**config.mk**
```make
export PLATFORM = sky130hd
export DESIGN_NAME = inst_mem_loader_flat
export DESIGN_NICKNAME = d
export VERILOG_FILES = /design/src/rtl/inst_mem_loader_pkg.sv /design/src/rtl/inst_mem_loader_if.sv /design/src/rtl/inst_mem_loader_byte_word_assembler.sv /design/src/rtl/inst_mem_loader.sv /design/src/flat_wrapper.sv
export SDC_FILE = /design/constraint.sdc
export NUM_CORES = 1
export LEC_CHECK = 0
export CORE_MARGIN = 5
export CORE_UTILIZATION = 45
export CTS_CLUSTER_DIAMETER = 200
export DETAILED_ROUTE_END_ITERATION = 12
export GPL_TIMING_DRIVEN = 0
export PLACE_DENSITY = 0.71
export SYNTH_ARGS = -nofsm -noshare
export SYNTH_HDL_FRONTEND = slang
export SYNTH_SLANG_ARGS = --single-unit
```
**constraint.sdc**
```tcl
create_clock -name i_clk -period 2.6 [get_ports i_clk]
set_input_delay 0.26 -clock i_clk [delete_from_list [all_inputs] [get_ports i_clk]]
set_output_delay 0.26 -clock i_clk [all_outputs]
set_load 0.01 [all_outputs]
```
**src/rtl/inst_mem_loader_pkg.sv**
```systemverilog
// Shared constants and state encoding for the instruction memory loader.
package inst_mem_loader_pkg;

    typedef enum logic [1:0] {
        ST_LOAD     = 2'd0,
        ST_DONE     = 2'd1,
        ST_OVERFLOW = 2'd2
    } load_state_t;

    localparam int unsigned BYTES_PER_WORD = 4;
    localparam int unsigned ADDR_STEP      = 4;
    localparam logic [31:0] HALT_OPCODE    = 32'hFFFF_FFFF;

endpackage

```
**src/rtl/inst_mem_loader_if.sv**
```systemverilog
// Byte stream in, instruction memory write port and load status out.
interface inst_mem_loader_if #(
    parameter int NBITS = 32
);
    logic [7:0]       i_rx_data;
    logic             i_rx_valid;
    logic             i_clear;
    logic             o_inst_mem_wr_en;
    logic [NBITS-1:0] o_inst_mem_data;
    logic [NBITS-1:0] o_inst_mem_addr;
    logic             o_load_done;
    logic             o_overflow;
    logic [NBITS-1:0] o_word_count;

    // master: byte source / memory side; slave: the loader itself
    modport master (
        output i_rx_data, i_rx_valid, i_clear,
        input  o_inst_mem_wr_en, o_inst_mem_data, o_inst_mem_addr,
               o_load_done, o_overflow, o_word_count
    );

    modport slave (
        input  i_rx_data, i_rx_valid, i_clear,
        output o_inst_mem_wr_en, o_inst_mem_data, o_inst_mem_addr,
               o_load_done, o_overflow, o_word_count
    );
endinterface

```
**src/rtl/inst_mem_loader_byte_word_assembler.sv**
```systemverilog
// Big-endian byte-to-word shifter; word_valid pulses with the 4th byte of a word.
module byte_word_assembler
    import inst_mem_loader_pkg::*;
#(
    parameter int NBITS = 32
) (
    input  logic             clk,
    input  logic             rst,
    input  logic             clear,
    input  logic             enable,
    input  logic [7:0]       rx_data,
    input  logic             rx_valid,
    output logic [NBITS-1:0] word,
    output logic             word_valid
);

    logic [1:0]       byte_cnt;
    logic [NBITS-1:0] shift;
    logic             accept;

    assign accept     = rx_valid & enable & ~clear;
    assign word       = {shift[NBITS-9:0], rx_data};
    assign word_valid = accept && (byte_cnt == 2'(BYTES_PER_WORD - 1));

    always_ff @(posedge clk) begin
        if (!rst) begin
            byte_cnt <= '0;
            shift    <= '0;
        end else if (clear) begin
            byte_cnt <= '0;
            shift    <= '0;
        end else if (accept) begin
            shift    <= word;
            byte_cnt <= word_valid ? '0 : byte_cnt + 2'd1;
        end
    end

endmodule

```
**src/rtl/inst_mem_loader.sv**
```systemverilog
// Loads a byte stream into instruction memory until HALT is stored or memory fills.
module inst_mem_loader
    import inst_mem_loader_pkg::*;
#(
    parameter int               NBITS     = 32,
    parameter int               MEM_DEPTH = 256,
    parameter logic [NBITS-1:0] HALT_WORD = NBITS'(HALT_OPCODE)
) (
    input  logic              i_clk,
    input  logic              i_rst,
    inst_mem_loader_if.slave  bus
);

    load_state_t      state;
    logic             wr_pending;
    logic [NBITS-1:0] wr_data;
    logic [NBITS-1:0] wr_addr;
    logic [NBITS-1:0] word_count;
    logic             load_done;
    logic             overflow;
    logic [NBITS-1:0] asm_word;
    logic             asm_valid;

    byte_word_assembler #(
        .NBITS(NBITS)
    ) u_asm (
        .clk       (i_clk),
        .rst       (i_rst),
        .clear     (bus.i_clear),
        .enable    (state == ST_LOAD),
        .rx_data   (bus.i_rx_data),
        .rx_valid  (bus.i_rx_valid),
        .word      (asm_word),
        .word_valid(asm_valid)
    );

    // Reset or clear arriving in the strobe cycle cancels that write immediately.
    assign bus.o_inst_mem_wr_en = wr_pending & i_rst & ~bus.i_clear;
    assign bus.o_inst_mem_data  = wr_data;
    assign bus.o_inst_mem_addr  = wr_addr;
    assign bus.o_load_done      = load_done;
    assign bus.o_overflow       = overflow;
    assign bus.o_word_count     = word_count;

    always_ff @(posedge i_clk) begin
        if (!i_rst) begin
            state      <= ST_LOAD;
            wr_pending <= 1'b0;
            wr_data    <= '0;
            wr_addr    <= '0;
            word_count <= '0;
            load_done  <= 1'b0;
            overflow   <= 1'b0;
        end else if (bus.i_clear) begin
            state      <= ST_LOAD;
            wr_pending <= 1'b0;
            wr_addr    <= '0;
            word_count <= '0;
            load_done  <= 1'b0;
            overflow   <= 1'b0;
        end else begin
            wr_pending <= asm_valid;
            if (asm_valid) begin
                wr_data <= asm_word;
            end
            case (state)
                ST_LOAD: begin
                    if (wr_pending) begin
                        wr_addr    <= wr_addr + NBITS'(ADDR_STEP);
                        word_count <= word_count + NBITS'(1);
                        if (wr_data == HALT_WORD) begin
                            state     <= ST_DONE;
                            load_done <= 1'b1;
                        end else if (word_count == NBITS'(MEM_DEPTH - 1)) begin
                            state    <= ST_OVERFLOW;
                            overflow <= 1'b1;
                        end
                    end
                end
                ST_DONE:     state <= ST_DONE;
                ST_OVERFLOW: state <= ST_OVERFLOW;
                default:     state <= ST_LOAD;
            endcase
        end
    end

endmodule

```
**src/flat_wrapper.sv**
```systemverilog
// flat-port wrapper written by rule: the top's interface ports become plain ports
module inst_mem_loader_flat import inst_mem_loader_pkg::*;
#(
    parameter int               NBITS     = 32,
    parameter int               MEM_DEPTH = 256,
    parameter logic [NBITS-1:0] HALT_WORD = NBITS'(HALT_OPCODE)
)
  (i_clk, i_rst, bus_i_rx_data, bus_i_rx_valid, bus_i_clear, bus_o_inst_mem_wr_en, bus_o_inst_mem_data, bus_o_inst_mem_addr, bus_o_load_done, bus_o_overflow, bus_o_word_count);
  inst_mem_loader_if #(.NBITS(NBITS)) bus_i ();
  input  logic i_clk;
  input  logic i_rst;
  input wire logic [$bits(bus_i.i_rx_data)-1:0] bus_i_rx_data;
  input wire logic [$bits(bus_i.i_rx_valid)-1:0] bus_i_rx_valid;
  input wire logic [$bits(bus_i.i_clear)-1:0] bus_i_clear;
  output wire logic [$bits(bus_i.o_inst_mem_wr_en)-1:0] bus_o_inst_mem_wr_en;
  output wire logic [$bits(bus_i.o_inst_mem_data)-1:0] bus_o_inst_mem_data;
  output wire logic [$bits(bus_i.o_inst_mem_addr)-1:0] bus_o_inst_mem_addr;
  output wire logic [$bits(bus_i.o_load_done)-1:0] bus_o_load_done;
  output wire logic [$bits(bus_i.o_overflow)-1:0] bus_o_overflow;
  output wire logic [$bits(bus_i.o_word_count)-1:0] bus_o_word_count;
  assign bus_i.i_rx_data = bus_i_rx_data;
  assign bus_i.i_rx_valid = bus_i_rx_valid;
  assign bus_i.i_clear = bus_i_clear;
  assign bus_o_inst_mem_wr_en = bus_i.o_inst_mem_wr_en;
  assign bus_o_inst_mem_data = bus_i.o_inst_mem_data;
  assign bus_o_inst_mem_addr = bus_i.o_inst_mem_addr;
  assign bus_o_load_done = bus_i.o_load_done;
  assign bus_o_overflow = bus_i.o_overflow;
  assign bus_o_word_count = bus_i.o_word_count;
  inst_mem_loader #(.NBITS(NBITS), .MEM_DEPTH(MEM_DEPTH), .HALT_WORD(HALT_WORD)) u_core (.i_clk(i_clk), .i_rst(i_rst), .bus(bus_i));
endmodule
```
Word-level counts from Yosys, hierarchy flattened
Index checks and enable logic that the tools add are counted.
- add/subtract/negate cells: 3
- reductions and logical operators: 8
- bitwise gates (word level): 7
- mux-type cells: 5
- eq/ne operators: 7
- operators by type and width (operator ; count):
    32-bit by 1-bit adder with 32-bit output, second input constant ; 1
    32-bit by 3-bit adder with 32-bit output, second input constant ; 1
    32-bit == test, second input constant ; 1
    32-bit by 8-bit == test with 1-bit output, second input constant ; 1
    2-bit 2-to-1 mux ; 4
    2-bit case mux with 3 select lines ; 1
    2-bit AND reduction ; 3
    1-bit bitwise AND ; 4
    2-bit == test, second input constant ; 2
    4-bit AND reduction ; 1
    3-bit by 1-bit != test with 1-bit output, second input constant ; 1
    1-bit NOT ; 3
    3-bit AND reduction ; 1
    2-bit by 1-bit adder with 2-bit output, second input constant ; 1
    2-bit by 1-bit == test with 1-bit output, second input constant ; 1
    2-bit zero test ; 1
    2-bit by 1-bit != test with 1-bit output, second input constant ; 1
    2-bit OR reduction ; 1
    1-bit logical AND ; 1
- register bits after elaboration: 127
- output and inout port bits: 99
- word-level logic and storage cells: 39
- input bits: 12

Logic depth before layout (Yosys ltp)
Gate-level depths: netlist of the first run.
- depth in word-level cells: 5
- mapped depth: 7
- mapped depth without buffers: 5

Hierarchy
From an unflattened synthesis of the first run, not the netlist that was laid out.
- cell total of the unflattened synthesis: 662
- area, all modules: 5864.4 sq um
- by module, submodules not included (module ; times used ; cells an instance ; seq. area each (sq um) ; area an instance (sq um)):
    inst_mem_loader ; 1 ; 532 ; 1981.9 ; 4501.8
    byte_word_assembler ; 1 ; 130 ; 520.5 ; 1362.6

Least setup slack after synthesis of the first run
No wires, ideal clock.
- path kind: register to register
- from: reg u_core.wr_addr[2], in the netlist u_core.bus.o_inst_mem_addr[2]
- to: reg u_core.wr_addr[30], in the netlist u_core.bus.o_inst_mem_addr[30]
- stages on the path, launching flop included: 7
- data required time: 2530 ps
- library setup time: 70 ps
- path buffers: 1
- arrival: 2054 ps
- period minus slack after synthesis: 2124 ps
- slack: 476 ps
- cell sequence: dfxtp_1 -> ha_1 -> inv_1 -> or4_4 -> buf_6 -> or4_1 -> a21oi_1
- cells in the longest elaborated chain, start to end: 1
- ends and longest elaborated chain (item ; RTL line ; text):
    from (decl) ; inst_mem_loader.sv:17 ; logic [NBITS-1:0] wr_addr;
    from (signal assigned) ; inst_mem_loader.sv:69 ; wr_addr <= wr_addr + NBITS'(ADDR_STEP);
    32-bit by 3-bit adder with 32-bit output ; inst_mem_loader.sv:69 ;
Every way passes these cells.
A chain may end at the register's enable or synchronous reset.

Worst setup path in the final report of the first run
- from: in i_rst
- to: out bus_o_inst_mem_wr_en
- cells in the longest elaborated chain, start to end: 2
- ends and longest elaborated chain (item ; RTL line ; text):
    from (decl) ; flat_wrapper.sv:11 ; input logic i_rst;
    1-bit bitwise AND (2 in series) ; inst_mem_loader.sv:38 ; assign bus.o_inst_mem_wr_en = wr_pending & i_rst & ~bus.i_clear;
    to (decl) ; flat_wrapper.sv:15 ; output wire logic [$bits(bus_i.o_inst_mem_wr_en)-1:0] bus_o_inst_mem_wr_en;
Every way passes these cells.

==> flow_metrics.tcl, run 1 <==
set metrics [dict create \
    port_buffers 108 \
    gp_congestion 0.849 \
    grt_pass1_wl_um 24800 \
    rsz0062_at_grt "false" \
    synth.mux.area_fraction 0.0129 \
    die_w_um 120 \
    antenna_cells 0 \
    drt_iter0_drc 338 \
    avgSynthCellArea_um2 8.42 \
    dpl_cell_area_um2 6690 \
    irDropWorstVdd_mv 0.420 \
    syn_area_um2 5420 \
    wl_per_cell_um 16.3 \
    tightest_slew_ns 0.941 \
    synthAdderAreaFrac 0.00693 \
    slew_headroom 0.367 \
    grt_max_degree 17 \
    holdCritPathClass "flop to flop" \
    fin_skew_ns 0.00672 \
    synth_top_family_by_area "simple AND/OR/NAND/NOR gates" \
    cpPeakStageDelay_ns 0.68 \
    pwr-share-seq 0.438 \
    first_pass_iters 5 \
    fmax_mhz 396 \
    final_antenna_net_count 0 \
    critPathCaptureType "primary output" \
    drc 0 \
    synth_compound_area_frac 0.158 \
    power_density_nw_per_um2 605 \
    crit_path_cell_trace "clkdlybuf4s50_1 -> nor2b_4 -> clkbuf_2 -> and2_1 -> clkdlybuf4s50_1" \
    synth_cells 644 \
    cts_made_buffers 17 \
    synth_xor_area_frac 0.0323 \
    worstPathMaxFanout 10 \
    start_kind "input port" \
    antenna_found_initial 0 \
    post-cts-setup-buffer-count 0 \
    power.total_mw 4.41 \
    final_max_slew_viol_count 0 \
    fin_cells 928 \
    path_clk_slew_ns 0.05 \
    dieArea_um2 14300 \
    p_sw_frac 0.201 \
    drive_gt1_frac 0.0551 \
    final_nets 787 \
    cts_buffer_depth 2 \
    cts-root-buf "clkbuf_16" \
    dp_cells 900 \
    cts_sinks 125 \
    critPathBufInv 3 \
    ys.warnings.count 0 \
    p_int_mw 3.52 \
    seq_area_frac_synth 0.462 \
    insertion_delay_ns 0.41 \
    fin_area_um2 7280 \
    combPwrFrac 0.025 \
    mostFrequentLayoutCell "nand2_1" \
    finalHoldViolCount 0 \
    postCtsHoldBufs 0 \
    yosys.area_share.simple 0.290 \
    area_growth_pct 34.4 \
    cp_data_required_time_ns 2.34 \
    initial_core_util 0.455 \
    grt_pass1_vias 5138 \
    critPathKind "input port to primary output" \
    timing.hold.ws_ns 0.459 \
    via_per_inst 5.71 \
    fp-row-count 40 \
    cp.arrival_ns 2.27 \
    crit_top_cell "clkdlybuf4s50_1" \
    multiInputGateArea_um2 2730 \
    p_leak_nw 2.32 \
    layout_min_cycle_time_ns 2.53 \
    ys_ff_latch 125 \
    ys_types 46 \
    grtUsageTotal 0.211 \
    cap_violations 0 \
    register_area_um2 2500 \
    cts_resized 3 \
    finalCritPeriodShare 0.972 \
    critical-path-top-delay-family "buffers and inverters" \
    vias 5301 \
    finalSetupViolCount 0 \
    cpMaxStageDelayCell "clkdlybuf4s50_1" \
    layout_common_cells "nand2_1, dfxtp_1, clkdlybuf4s50_1" \
    cts_tree "done" \
    hpwlAfterDp_um 11000 \
    status "finished, final reports clean" \
    core_area_um2 11900 \
    final_util 0.611 \
    htree_levels 4 \
    totalWireLength_um 15200 \
    io_pins 111 \
    die_y_um 120 \
    power.switching_mw 0.886 \
    clockPowerShare 0.538 \
    nFillCells 1073 \
    overflow 0 \
]
## power groups by stage
stage	registers [mW]	logic, mW	clock network, mW
detailed placement	1.97	0.105	0
global placement	1.97	0.104	0
CTS	1.93	0.108	2.39
finish	1.93	0.108	2.37
floorplan	1.97	0.0609	0
global route	1.93	0.119	2.49
## registers in the layout, summed over array words and instances, names as in the netlist
name / flops
u_core.u_asm.byte_cnt: 2
u_core.u_asm.shift: 24
u_core.bus.o_word_count: 32
u_core.state: 2
u_core.wr_pending: 1
u_core.bus.o_load_done: 1
u_core.bus.o_inst_mem_data: 32
u_core.bus.o_inst_mem_addr: 30
u_core.bus.o_overflow: 1
## layer usage
metal | part of all wire | global-route usage | vias up
li1 | - | - | 2569
met1 | 0.45 | 0.268 | 2519
met2 | 0.47 | 0.347 | 186
met3 | 0.065 | 0.0674 | 27
met4 | 0.012 | 0.0544 | 0
met5 | 0 | 0 | -
## worst min-delay path, stage by stage, from the launching register on
cell	delay, ns
dfxtp_1	0.31
nand2_1	0.05
a21oi_1	0.05
## Yosys cell counts (all sizes together)
library cell	instances	area (µm²)
nor2b	1	6.26
or2	2	12.5
a21boi	32	240
or3b	1	8.76
dfxtp	125	2500
or3	13	81.3
nor2	30	113
inv	7	26.3
and3	5	31.3
nand3b	1	7.51
o31ai	15	113
a2111oi	1	15.0
a31oi	7	43.8
nand4	25	163
nor3b	4	35.0
nand2	138	518
xor2	8	70.1
xnor2	12	105
and4	9	78.8
mux2i	7	70.1
nor3	6	30.0
conb	1	3.75
a22o	1	8.76
a41o	5	50.1
nor4bb	2	20.0
nand2b	9	56.3
a31o	1	8.76
nand3	20	100
buf	10	61.3
o21ai	12	60.1
ha	3	37.5
o311ai	3	26.3
o41ai	3	26.3
a21oi	53	265
or4	20	154
clkbuf	30	113
nand4bb	3	33.8
and2	4	25.0
nor4	15	100
## per-stage QoR
stage / setup slack (ns) / TNS, ns
2_1_floorplan: 0.476 / 0
4_1_cts: 0.0829 / 0
5_1_grt: 0.0163 / 0
3_5_place_dp: -0.278 / -1.26
6_report: 0.0720 / 0
3_3_place_gp: -0.295 / -1.06
## cells by family after synthesis
group / count (synthesis)
other: 1
xor gates and xnor gates: 20
and+or+nand+nor: 308
AOI/OAI and AO/OA: 133
muxes: 7
DFF: 125
buffers and inverters: 47
adders and majority gates: 3
## area by class of cell
| type | count | share of cell area |
|---|---|---|
| inverter | 7 | 0.00361 |
| tap | 147 | 0.0253 |
| clock inverter | 7 | 0.0158 |
| sequential | 125 | 0.344 |
| multi-input combinational | 473 | 0.375 |
| timing repair buffer | 108 | 0.148 |
| buffer | 40 | 0.0241 |
| clock buffer | 21 | 0.0646 |
## path summary, 6_finish.rpt
path / slack (ns) / to / start / cells past startpoint
setup / recovery: 0.07 / bus_o_inst_mem_wr_en / i_rst / 5
hold / removal: 0.46 / u_core.u_asm.shift[20]$_SDFFE_PP0P_ / u_core.u_asm.shift[20]$_SDFFE_PP0P_ / 2
setup reg to reg: 0.24 / u_core.bus.o_word_count[22]$_SDFFE_PP0P_ / u_core.bus.o_word_count[0]$_SDFFE_PP0P_ / 7
hold reg to reg: 0.46 / u_core.u_asm.shift[20]$_SDFFE_PP0P_ / u_core.u_asm.shift[20]$_SDFFE_PP0P_ / 2
(Power assumes the default switching activity.)
==> inputs of run 2 (changes only) <==
- TNS_END_PERCENT: unset -> 20
==> results of run 2 <==
Final layout, timing and power as in run 1 (identical DEF).
==> inputs of run 3 (changes only) <==
- CORE_ASPECT_RATIO: unset -> 1.4
- CORE_MARGIN: 5 -> unset
- CTS_CLUSTER_SIZE: unset -> 12
==> run 3 against run 2 <==
Net effect:
- the run now ends with design-rule violations left
- combinational power about the same
- largest power group unchanged
- critical path depth stayed put
- hold slack got worse by 0.016 ns
- clock power shrank 3%
- design area decreased by 0.10%
- largest cell class unchanged
==> flow_metrics.tcl, run 3 (same netlist as run 1, synthesis figures left out) <==
set metrics [dict create \
    status "complete, but fails checks" \
    violations "design-rule violations" \
    die_w_um 94.8 \
    mostFrequentLayoutCell "nand2_1" \
    cap_violations 0 \
    power.total_mw 4.34 \
    r2r_slack_ns 0.28 \
    core_area_um2 11800 \
    r2r-start "u_core.bus.o_word_count[0]$_SDFFE_PP0P_" \
    final_max_slew_viol_count 0 \
    drc 2 \
    crit_path_start "i_rst" \
    fp-row-count 47 \
    layout_common_cells "nand2_1, dfxtp_1, clkdlybuf4s50_1" \
    cp_data_required_time_ns 2.34 \
    place_ws_ns -0.316 \
    hpwlAfterDp_um 10600 \
    wl_per_cell_um 15.8 \
    cts_buffer_depth 2 \
    insertion_delay_ns 0.41 \
    critPathCaptureType "primary output" \
    finalSetupViolCount 0 \
    cp.arrival_ns 2.26 \
    hp-start "bus_i_rx_data[2]" \
    area_growth_pct 34.2 \
    overflow 0 \
    cpPeakStageDelay_ns 0.67 \
    cts_tree "done" \
    totalWireLength_um 14700 \
    fin_area_um2 7280 \
    multiInputGateArea_um2 2730 \
    drt_iter0_drc 248 \
    holdCritPathClass "input port to flop" \
    rsz0062_at_grt "false" \
    final_antenna_net_count 0 \
    slew_headroom 0.303 \
    dieArea_um2 12500 \
    postCtsHoldBufs 0 \
    register_area_um2 2500 \
    cpMaxStageDelayCell "clkdlybuf4s50_1" \
    path_clk_slew_ns 0.06 \
    cts_sinks 125 \
    layout_min_cycle_time_ns 2.52 \
    grtUsageTotal 0.244 \
    port_buffers 108 \
    final_nets 787 \
    crit_top_cell "clkdlybuf4s50_1" \
    dpl_cell_area_um2 6690 \
    grt_pass1_vias 5115 \
    power_density_nw_per_um2 596 \
    p_leak_nw 2.31 \
    critPathKind "input port to primary output" \
    vias 5291 \
    cts_made_buffers 17 \
    grt_pass1_wl_um 24100 \
    fin_skew_ns 0.00874 \
    htree_levels 4 \
    start_kind "input port" \
    nFillCells 1022 \
    initial_core_util 0.461 \
    crit_path_cell_trace "clkdlybuf4s50_1 -> nor2b_4 -> clkbuf_2 -> and2_1 -> clkdlybuf4s50_1" \
    via_per_inst 5.68 \
    gp_congestion 0.872 \
    die_y_um 132 \
    drive_gt1_frac 0.0586 \
    first_pass_iters 9 \
    finalHoldViolCount 0 \
    antenna_cells 0 \
    fin_setup_tns_ns 0 \
    tightest_slew_ns 1.04 \
    irDropWorstVdd_mv 0.483 \
    fmax_mhz 398 \
    grt_max_degree 17 \
    timing.final.ws_setup_ns 0.0843 \
    finalCritPeriodShare 0.968 \
    antenna_found_initial 0 \
    worstPathMaxFanout 10 \
    cts-root-buf "clkbuf_16" \
    final_util 0.619 \
    io_pins 111 \
]
## run 3: cell types whose count changed in the layout (fill, tap and decap cells not counted), sizes merged
cell,change
clkinvlp,+3
clkinv,+2
bufinv,-1
## run 3: layout make-up
class | instances | area share
Buffer | 40 | 0.0241
Clock buffer | 21 | 0.0633
Clock inverter | 11 | 0.0162
Inverter | 7 | 0.00361
Multi-Input combinational cell | 473 | 0.375
Sequential cell | 125 | 0.344
Tap cell | 147 | 0.0253
Timing Repair Buffer | 108 | 0.149
## run 3: metal layers
| metal | up-vias | track usage | share of wire |
|---|---|---|---|
| li1 | 2568 | - | - |
| met5 | - | 0 | 0 |
| met3 | 18 | 0.0646 | 0.057 |
| met4 | 0 | 0.0918 | 0.014 |
| met2 | 179 | 0.416 | 0.52 |
| met1 | 2526 | 0.287 | 0.41 |
## run 3: path summary, 6_finish.rpt
| kind | end | cells past startpoint |
|---|---|---|
| setup / recovery | bus_o_inst_mem_wr_en | 5 |
| hold / removal | u_core.u_asm.shift[2]$_SDFFE_PP0P_ | 3 |
| setup reg to reg | u_core.bus.o_word_count[18]$_SDFFE_PP0P_ | 7 |
| hold reg to reg | u_core.u_asm.shift[23]$_SDFFE_PP0P_ | 2 |
## run 3: report_power, final
part	internal [mW]	leakage [nW]	switching [mW]
Combinational	0.0392	1.03	0.0686
Clock	1.45	0.271	0.850
Sequential	1.92	1.01	0.00563
Total	3.41	2.31	0.925
## run 3: what timing repair did
item	in CTS	in global routing
resized for setup	3	0
buffers inserted	0	0
endpoints found under the hold margin	0	0
setup endpoints to repair	1	0
## run 3: through the flow
stage          cells  hold WS (ns)
2_1_floorplan    645         0.396
3_3_place_gp     900         0.448
3_5_place_dp     900         0.457
4_1_cts          932         0.437
5_1_grt          932         0.463
6_report         932         0.443
## run 3: worst max-delay path, delay by kind of cell
family                 cells  cell delay, ns
and+or+nand+nor            2            0.50
buffers and inverters      3            1.50
